--- src/rtl/pc_fetch_pkg.sv ---
// pc_fetch_pkg: shared types and constants for the Hack PC / instruction-fetch stage
// Contents: fetch FSM state encoding, instruction width, default reset vector.
package pc_fetch_pkg;
    typedef enum logic {S_WAIT = 1'b0, S_VALID = 1'b1} state_t;
    localparam int INSTR_W = 16;
    localparam logic [15:0] RESET_VECTOR_DEF = 16'h0000;
endpackage

--- src/rtl/pc_fetch_if.sv ---
// pc_fetch_if: CPU-side request/handshake and ROM-side bus of the fetch stage
// Signals: CLR/LOAD/INC/IN requests, INSTR/INSTR_VALID/INSTR_READY handshake,
//          OUT current PC, ROM_ADDR/ROM_DATA instruction ROM bus,
//          RETIRED accept count (only with PC_FETCH_RETIRE_CNT_EN).
// Modports: master = CPU control + ROM side, slave = pc_fetch.
interface pc_fetch_if
    import pc_fetch_pkg::*;
#(
    parameter int WIDTH = 16
);
    logic               CLR;
    logic               LOAD;
    logic               INC;
    logic [WIDTH-1:0]   IN;
    logic [WIDTH-1:0]   ROM_ADDR;
    logic [INSTR_W-1:0] ROM_DATA;
    logic [INSTR_W-1:0] INSTR;
    logic               INSTR_VALID;
    logic               INSTR_READY;
    logic [WIDTH-1:0]   OUT;
`ifdef PC_FETCH_RETIRE_CNT_EN
    logic [31:0]        RETIRED;
    modport master (output CLR, LOAD, INC, IN, ROM_DATA, INSTR_READY,
                    input ROM_ADDR, INSTR, INSTR_VALID, OUT, RETIRED);
    modport slave  (input CLR, LOAD, INC, IN, ROM_DATA, INSTR_READY,
                    output ROM_ADDR, INSTR, INSTR_VALID, OUT, RETIRED);
`else
    modport master (output CLR, LOAD, INC, IN, ROM_DATA, INSTR_READY,
                    input ROM_ADDR, INSTR, INSTR_VALID, OUT);
    modport slave  (input CLR, LOAD, INC, IN, ROM_DATA, INSTR_READY,
                    output ROM_ADDR, INSTR, INSTR_VALID, OUT);
`endif
endinterface

--- src/rtl/pc_reg.sv ---
// pc_reg: WIDTH-bit program counter with CLR > LOAD > INC priority
// Ports: clk, rst (async, active-high), clr_i, load_i, inc_i update requests,
//        in_i jump target, pc_o current PC.
module pc_reg #(
    parameter int               WIDTH        = 16,
    parameter logic [WIDTH-1:0] RESET_VECTOR = '0
) (
    input  logic             clk,
    input  logic             rst,
    input  logic             clr_i,
    input  logic             load_i,
    input  logic             inc_i,
    input  logic [WIDTH-1:0] in_i,
    output logic [WIDTH-1:0] pc_o
);
    logic [WIDTH-1:0] pc_q, pc_d;
    logic             en;
    always_comb begin
        en   = clr_i | load_i | inc_i;
        pc_d = clr_i ? RESET_VECTOR : load_i ? in_i : inc_i ? pc_q + WIDTH'(1) : pc_q;
    end
    always_ff @(posedge clk or posedge rst) begin
        if (rst)
            pc_q <= RESET_VECTOR;
        else if (en)
            pc_q <= pc_d;
    end
    assign pc_o = pc_q;
endmodule

--- src/rtl/pc_fetch.sv ---
// pc_fetch: Hack program counter and instruction-fetch stage with valid/ready output
// Ports: CLK, RST (async, active-high), bus (pc_fetch_if.slave): CLR/LOAD/INC/IN
//        requests, ROM_ADDR/ROM_DATA ROM bus, INSTR/INSTR_VALID/INSTR_READY
//        handshake, OUT current PC.
// Option: define PC_FETCH_RETIRE_CNT_EN to add the 32-bit RETIRED accept counter.
module pc_fetch
    import pc_fetch_pkg::*;
#(
    parameter int               WIDTH        = 16,
    parameter logic [WIDTH-1:0] RESET_VECTOR = WIDTH'(RESET_VECTOR_DEF)
) (
    input  logic     CLK,
    input  logic     RST,
    pc_fetch_if.slave bus
);
    state_t             state_q, state_d;
    logic [INSTR_W-1:0] instr_q, instr_d;
    logic               boot_q;
    logic               accept;
    logic [WIDTH-1:0]   pc;

    assign accept = (state_q == S_VALID) & bus.INSTR_READY;

    pc_reg #(.WIDTH(WIDTH), .RESET_VECTOR(RESET_VECTOR)) u_pc (
        .clk    (CLK),
        .rst    (RST),
        .clr_i  (bus.CLR),
        .load_i (accept & bus.LOAD),
        .inc_i  (accept & bus.INC),
        .in_i   (bus.IN),
        .pc_o   (pc)
    );

    // boot_q marks the first edge after reset release, which only launches
    // the ROM read of the reset vector; later waits capture on their first edge.
    always_ff @(posedge CLK or posedge RST) begin
        if (RST) begin
            state_q <= S_WAIT;
            instr_q <= '0;
            boot_q  <= 1'b1;
        end else begin
            state_q <= state_d;
            instr_q <= instr_d;
            boot_q  <= 1'b0;
        end
    end

    always_comb begin
        state_d = bus.CLR ? S_WAIT :
                  (state_q == S_WAIT) ? (boot_q ? S_WAIT : S_VALID) :
                  (accept ? S_WAIT : S_VALID);
        instr_d = (state_q == S_WAIT && !boot_q && !bus.CLR) ? bus.ROM_DATA : instr_q;
    end

    always_comb begin
        bus.ROM_ADDR    = pc;
        bus.OUT         = pc;
        bus.INSTR       = instr_q;
        bus.INSTR_VALID = (state_q == S_VALID);
    end

`ifdef PC_FETCH_RETIRE_CNT_EN
    logic [31:0] retired_q;
    // an accept coinciding with CLR is discarded, so it is not counted
    always_ff @(posedge CLK or posedge RST) begin
        if (RST)
            retired_q <= '0;
        else if (bus.CLR)
            retired_q <= '0;
        else if (accept)
            retired_q <= retired_q + 32'd1;
    end
    assign bus.RETIRED = retired_q;
`endif
endmodule
--- src/flat_wrapper.sv ---
// flat-port wrapper written by rule: the top's interface ports become plain ports
module pc_fetch_flat import pc_fetch_pkg::*;
#(
    parameter int               WIDTH        = 16,
    parameter logic [WIDTH-1:0] RESET_VECTOR = WIDTH'(RESET_VECTOR_DEF)
)
  (CLK, RST, bus_CLR, bus_LOAD, bus_INC, bus_IN, bus_ROM_DATA, bus_INSTR_READY, bus_ROM_ADDR, bus_INSTR, bus_INSTR_VALID, bus_OUT);
  pc_fetch_if #(.WIDTH(WIDTH)) bus_i ();
  input  logic CLK;
  input  logic RST;
  input wire logic [$bits(bus_i.CLR)-1:0] bus_CLR;
  input wire logic [$bits(bus_i.LOAD)-1:0] bus_LOAD;
  input wire logic [$bits(bus_i.INC)-1:0] bus_INC;
  input wire logic [$bits(bus_i.IN)-1:0] bus_IN;
  input wire logic [$bits(bus_i.ROM_DATA)-1:0] bus_ROM_DATA;
  input wire logic [$bits(bus_i.INSTR_READY)-1:0] bus_INSTR_READY;
  output wire logic [$bits(bus_i.ROM_ADDR)-1:0] bus_ROM_ADDR;
  output wire logic [$bits(bus_i.INSTR)-1:0] bus_INSTR;
  output wire logic [$bits(bus_i.INSTR_VALID)-1:0] bus_INSTR_VALID;
  output wire logic [$bits(bus_i.OUT)-1:0] bus_OUT;
  assign bus_i.CLR = bus_CLR;
  assign bus_i.LOAD = bus_LOAD;
  assign bus_i.INC = bus_INC;
  assign bus_i.IN = bus_IN;
  assign bus_i.ROM_DATA = bus_ROM_DATA;
  assign bus_i.INSTR_READY = bus_INSTR_READY;
  assign bus_ROM_ADDR = bus_i.ROM_ADDR;
  assign bus_INSTR = bus_i.INSTR;
  assign bus_INSTR_VALID = bus_i.INSTR_VALID;
  assign bus_OUT = bus_i.OUT;
  pc_fetch #(.WIDTH(WIDTH), .RESET_VECTOR(RESET_VECTOR)) u_core (.CLK(CLK), .RST(RST), .bus(bus_i));
endmodule
--- config.mk ---
export PLATFORM = sky130hd
export DESIGN_NAME = pc_fetch_flat
export DESIGN_NICKNAME = d
export VERILOG_FILES = /design/src/rtl/pc_fetch_pkg.sv /design/src/rtl/pc_fetch_if.sv /design/src/rtl/pc_reg.sv /design/src/rtl/pc_fetch.sv /design/src/flat_wrapper.sv
export SDC_FILE = /design/constraint.sdc
export NUM_CORES = 1
export LEC_CHECK = 0
export CAP_MARGIN = 20
export CORE_AREA = 2 2 70 72
export DETAILED_ROUTE_END_ITERATION = 8
export DIE_AREA = 0 0 72 74
export GPL_ROUTABILITY_DRIVEN = 0
export HOLD_SLACK_MARGIN = 0.02
export PLACE_DENSITY = 0.9
export SLEW_MARGIN = 0
export SYNTH_ARGS = -nofsm -noshare
export SYNTH_HDL_FRONTEND = slang
export SYNTH_HIERARCHICAL = 1
export SYNTH_SLANG_ARGS = --single-unit
--- constraint.sdc ---
create_clock -name CLK -period 2 [get_ports CLK]
set_input_delay 0.3 -clock CLK [delete_from_list [all_inputs] [get_ports CLK]]
set_output_delay 0.3 -clock CLK [all_outputs]
set_load 0.02 [all_outputs]
==> results of run 1 <==
cell families (layout without fill, tap and decap cells):
kind of cell / count (synthesis) / after routing / share of synthesized area, %
xor+xnor: 4 / 4 / 1.92
buf+inv: 29 / 115 / 10.1
other cells: 1 / 1 / 0.205
fa+ha+maj: 1 / 1 / 0.685
simple gates: 54 / 54 / 16.8
flops: 34 / 34 / 46.7
compound gates: 30 / 30 / 13.2
mux: 17 / 17 / 10.5
stage by stage:
stage | utilization [%] | TNS [ns] | area (µm²)
CTS | 61.0 | 0 | 2800
detailed placement | 58.9 | -0.901 | 2710
global placement | 58.9 | -0.217 | 2710
global route | 61.0 | 0 | 2800
finish | 61.0 | 0 | 2800
floorplan | - | 0 | 1830
synthesized netlist by cell type, types with 2 or more instances:
cell and number:
o21bai_1 3, a2111oi_1 2, a21oi_1 2, o41a_1 4, nor2_1 16, nor2b_1 5, or3_1 3, mux2_2 17
buf_2 3, xor2_1 4, or4_1 3, a211oi_1 6, nand4_2 2, dfrtp_1 33, clkbuf_1 4, buf_4 16
inv_1 4, o31ai_1 4, o21ai_0 3, and3_1 2, nand3_1 2, nor4_1 5, nand4_1 4, nand2_1 8
a311oi_1 6
per-layer routing:
| layer | track usage, % | vias to the layer above |
|---|---|---|
| met5 | 0 | - |
| met4 | 6.29 | 0 |
| met3 | 7.32 | 6 |
| met2 | 30.9 | 74 |
| met1 | 19.6 | 777 |
| li1 | - | 775 |
area by class of cell:
type / count / area (µm²)
flip-flops and latches: 34 / 852
repair buffers: 102 / 981
multi-input cells: 107 / 790
clock buffers: 6 / 82.6
well taps: 54 / 67.6
inverters: 5 / 18.8
clock inverters: 2 / 12.5
fillers: 403 / 1790
layout by cell type, fill, tap and decap left out, types with 4 or more instances in the layout:
master,n
a211oi_1,6
a311oi_1,6
buf_4,16
clkbuf_8,6
clkdlybuf4s50_1,86
dfrtp_1,33
inv_1,4
mux2_2,17
nand2_1,8
nand4_1,4
nor2_1,16
nor2b_1,5
nor4_1,5
o31ai_1,4
o41a_1,4
xor2_1,4
flip-flops by register name, indices dropped and copies added, names as in the netlist:
register and count:
u_core/boot_q 1, u_core/bus.INSTR 16, u_core/bus.INSTR_VALID 1, u_core/u_pc/pc_o 16
worst max path at each step:
stage / start / to / slack, ns / cells after the start
2_1_floorplan: u_core/bus.INSTR_VALID$_DFF_PP0_ / u_core/u_pc/pc_o[10]$_DFFE_PP0P_ / 0.15 / 5
3_3_place_gp: bus_INSTR_READY / u_core/u_pc/pc_o[9]$_DFFE_PP0P_ / -0.05 / 6
3_5_place_dp: bus_INSTR_READY / u_core/u_pc/pc_o[13]$_DFFE_PP0P_ / -0.17 / 6
4_1_cts: bus_INSTR_READY / u_core/u_pc/pc_o[13]$_DFFE_PP0P_ / 0.14 / 6
5_1_grt: bus_INSTR_READY / u_core/u_pc/pc_o[9]$_DFFE_PP0P_ / 0.04 / 6
6_report: bus_INSTR_READY / u_core/u_pc/pc_o[9]$_DFFE_PP0P_ / 0.16 / 6
power breakdown:
group	total (mW)	leakage (nW)	internal, mW	switching, mW
logic	0.540	0.624	0.302	0.238
registers	0.822	0.431	0.767	0.0543
clock network	0.534	0.0472	0.277	0.257
total	1.89	1.10	1.35	0.549
worst min-delay path, stage by stage:
cell and delay, ns:
clkdlybuf4s50_1 0.42, inv_1 0.06, buf_4 0.24
==> results_dict.tcl, run 1 <==
set metrics [dict create \
    whs_ns 0.352 \
    cts_num_sinks 34 \
    reg2reg_depth 3 \
    p_leak_nw 1.10 \
    antenna_found_initial 0 \
    rsz0062_at_grt "false" \
    num_vias 1632 \
    status "finished, final reports clean" \
    grt_pass1_wl_um 7310 \
    synthArstFlopShare_pct 100 \
    syn_to_final_growth_pct 53.6 \
    die_h_um 74 \
    worstPathRequired_ns 2.19 \
    drive_gt1_share_pct 18.4 \
    fmax_ghz 0.545 \
    place.detailed.hpwl_um 3380 \
    cts-root-buf "clkbuf_8" \
    powerDensity_mw_per_mm2 676 \
    ios 87 \
    core_mm2 0.00460 \
    cts_hold_buf 0 \
    timing_max_transition_violations_final 0 \
    crit_type "in -> reg" \
    cts_setup_buffers 0 \
    syn_area_mm2 0.00183 \
    cts_tree "done" \
    drtIter0Drc 71 \
    setup_viol 0 \
    vias_per_cell 5.26 \
    finalHoldViolCount 0 \
    end_kind "flip-flop" \
    num_rows 25 \
    cp-start-kind "input port" \
    crit_arrival_ns 2.03 \
    ir_worst_vdd_mv 0.619 \
    ys_ff_latch 34 \
    grt.total_usage_pct 17.7 \
    route.met3.wl_um 425 \
    timing.rr.end "u_core/u_pc/pc_o[9]$_DFFE_PP0P_" \
    crit_chain "clkdlybuf4s50_1, and3_1, nand4_1, buf_4, or4_1, a311oi_1" \
    syn_nets 209 \
    routed_wl_um 4410 \
    synth_enable_flop_cells 0 \
    worst_pin_slew_ns 0.633 \
    yosysWarnings 6 \
    fin_nets 294 \
    syn_inst 170 \
    instances_no_fill 310 \
    r2r-start "u_core/u_pc/pc_o[6]$_DFFE_PP0P_" \
    worstSkewPairLatency_ns 0.29 \
    htreeDepth 2 \
    grt_max_degree 21 \
    port_buffers 86 \
    cts_buffer_depth 2 \
    numCtsBuffers 5 \
    fin_worst_skew_ns 0.00710 \
    grt-ovfl-total 0 \
    die-width_um 72 \
    dieArea_mm2 0.00533 \
    path_buf_inv 2 \
    maxUsedRoutingLayer "met4" \
    post_drt_wl_per_cell_um 14.2 \
    synth.area.top_cells "dfrtp_1, mux2_2, buf_4, nor2_1, a311oi_1" \
    start_util_pct 39.7 \
    synth_top_area_share_pct 45.2 \
    avgSynthCellArea_um2 10.7 \
    antenna_left 0 \
    synth_largest_area_cell "dfrtp_1" \
    cp_top_family "simple AND/OR/NAND/NOR gates" \
    hold_class "in -> async" \
    dr_wl_met2_um 2180 \
    fin_crit_ns 1.84 \
    synthFlopType "dfrtp_1" \
    numPlacedInstances 302 \
    met1_length_um 1750 \
    period_share_pct 91.8 \
    crit_fanout 10 \
    path_clk_slew_ns 0.07 \
    diodes 0 \
    drv_cap 0 \
    grt_pass1_vias 1582 \
    yosysSeqAreaShare_pct 46.7 \
    setup_slack_ns 0.165 \
    cp_slowest_cell "clkdlybuf4s50_1" \
    reg2reg_slack_ns 0.23 \
    synth_cell_types 34 \
    first_pass_iters 4 \
    slowest_delay_ns 0.48 \
    pre_cts_slack_ns -0.166 \
    power_mw 1.89 \
    cts_resized 0 \
    drc 0 \
    relSlewSlack_pct 57.8 \
]
(Power assumes the default switching activity.)
==> inputs of run 2 (changes only) <==
HOLD_SLACK_MARGIN = not set   (was 0.02)
==> results of run 2 <==
Same layout as run 1: the final DEF is identical, and so are final timing and power.
==> inputs of run 3 (changes only) <==
CAP_MARGIN = 40   (was 20)
==> results of run 3 <==
Same layout as run 1: the final DEF is identical, and so are final timing and power.
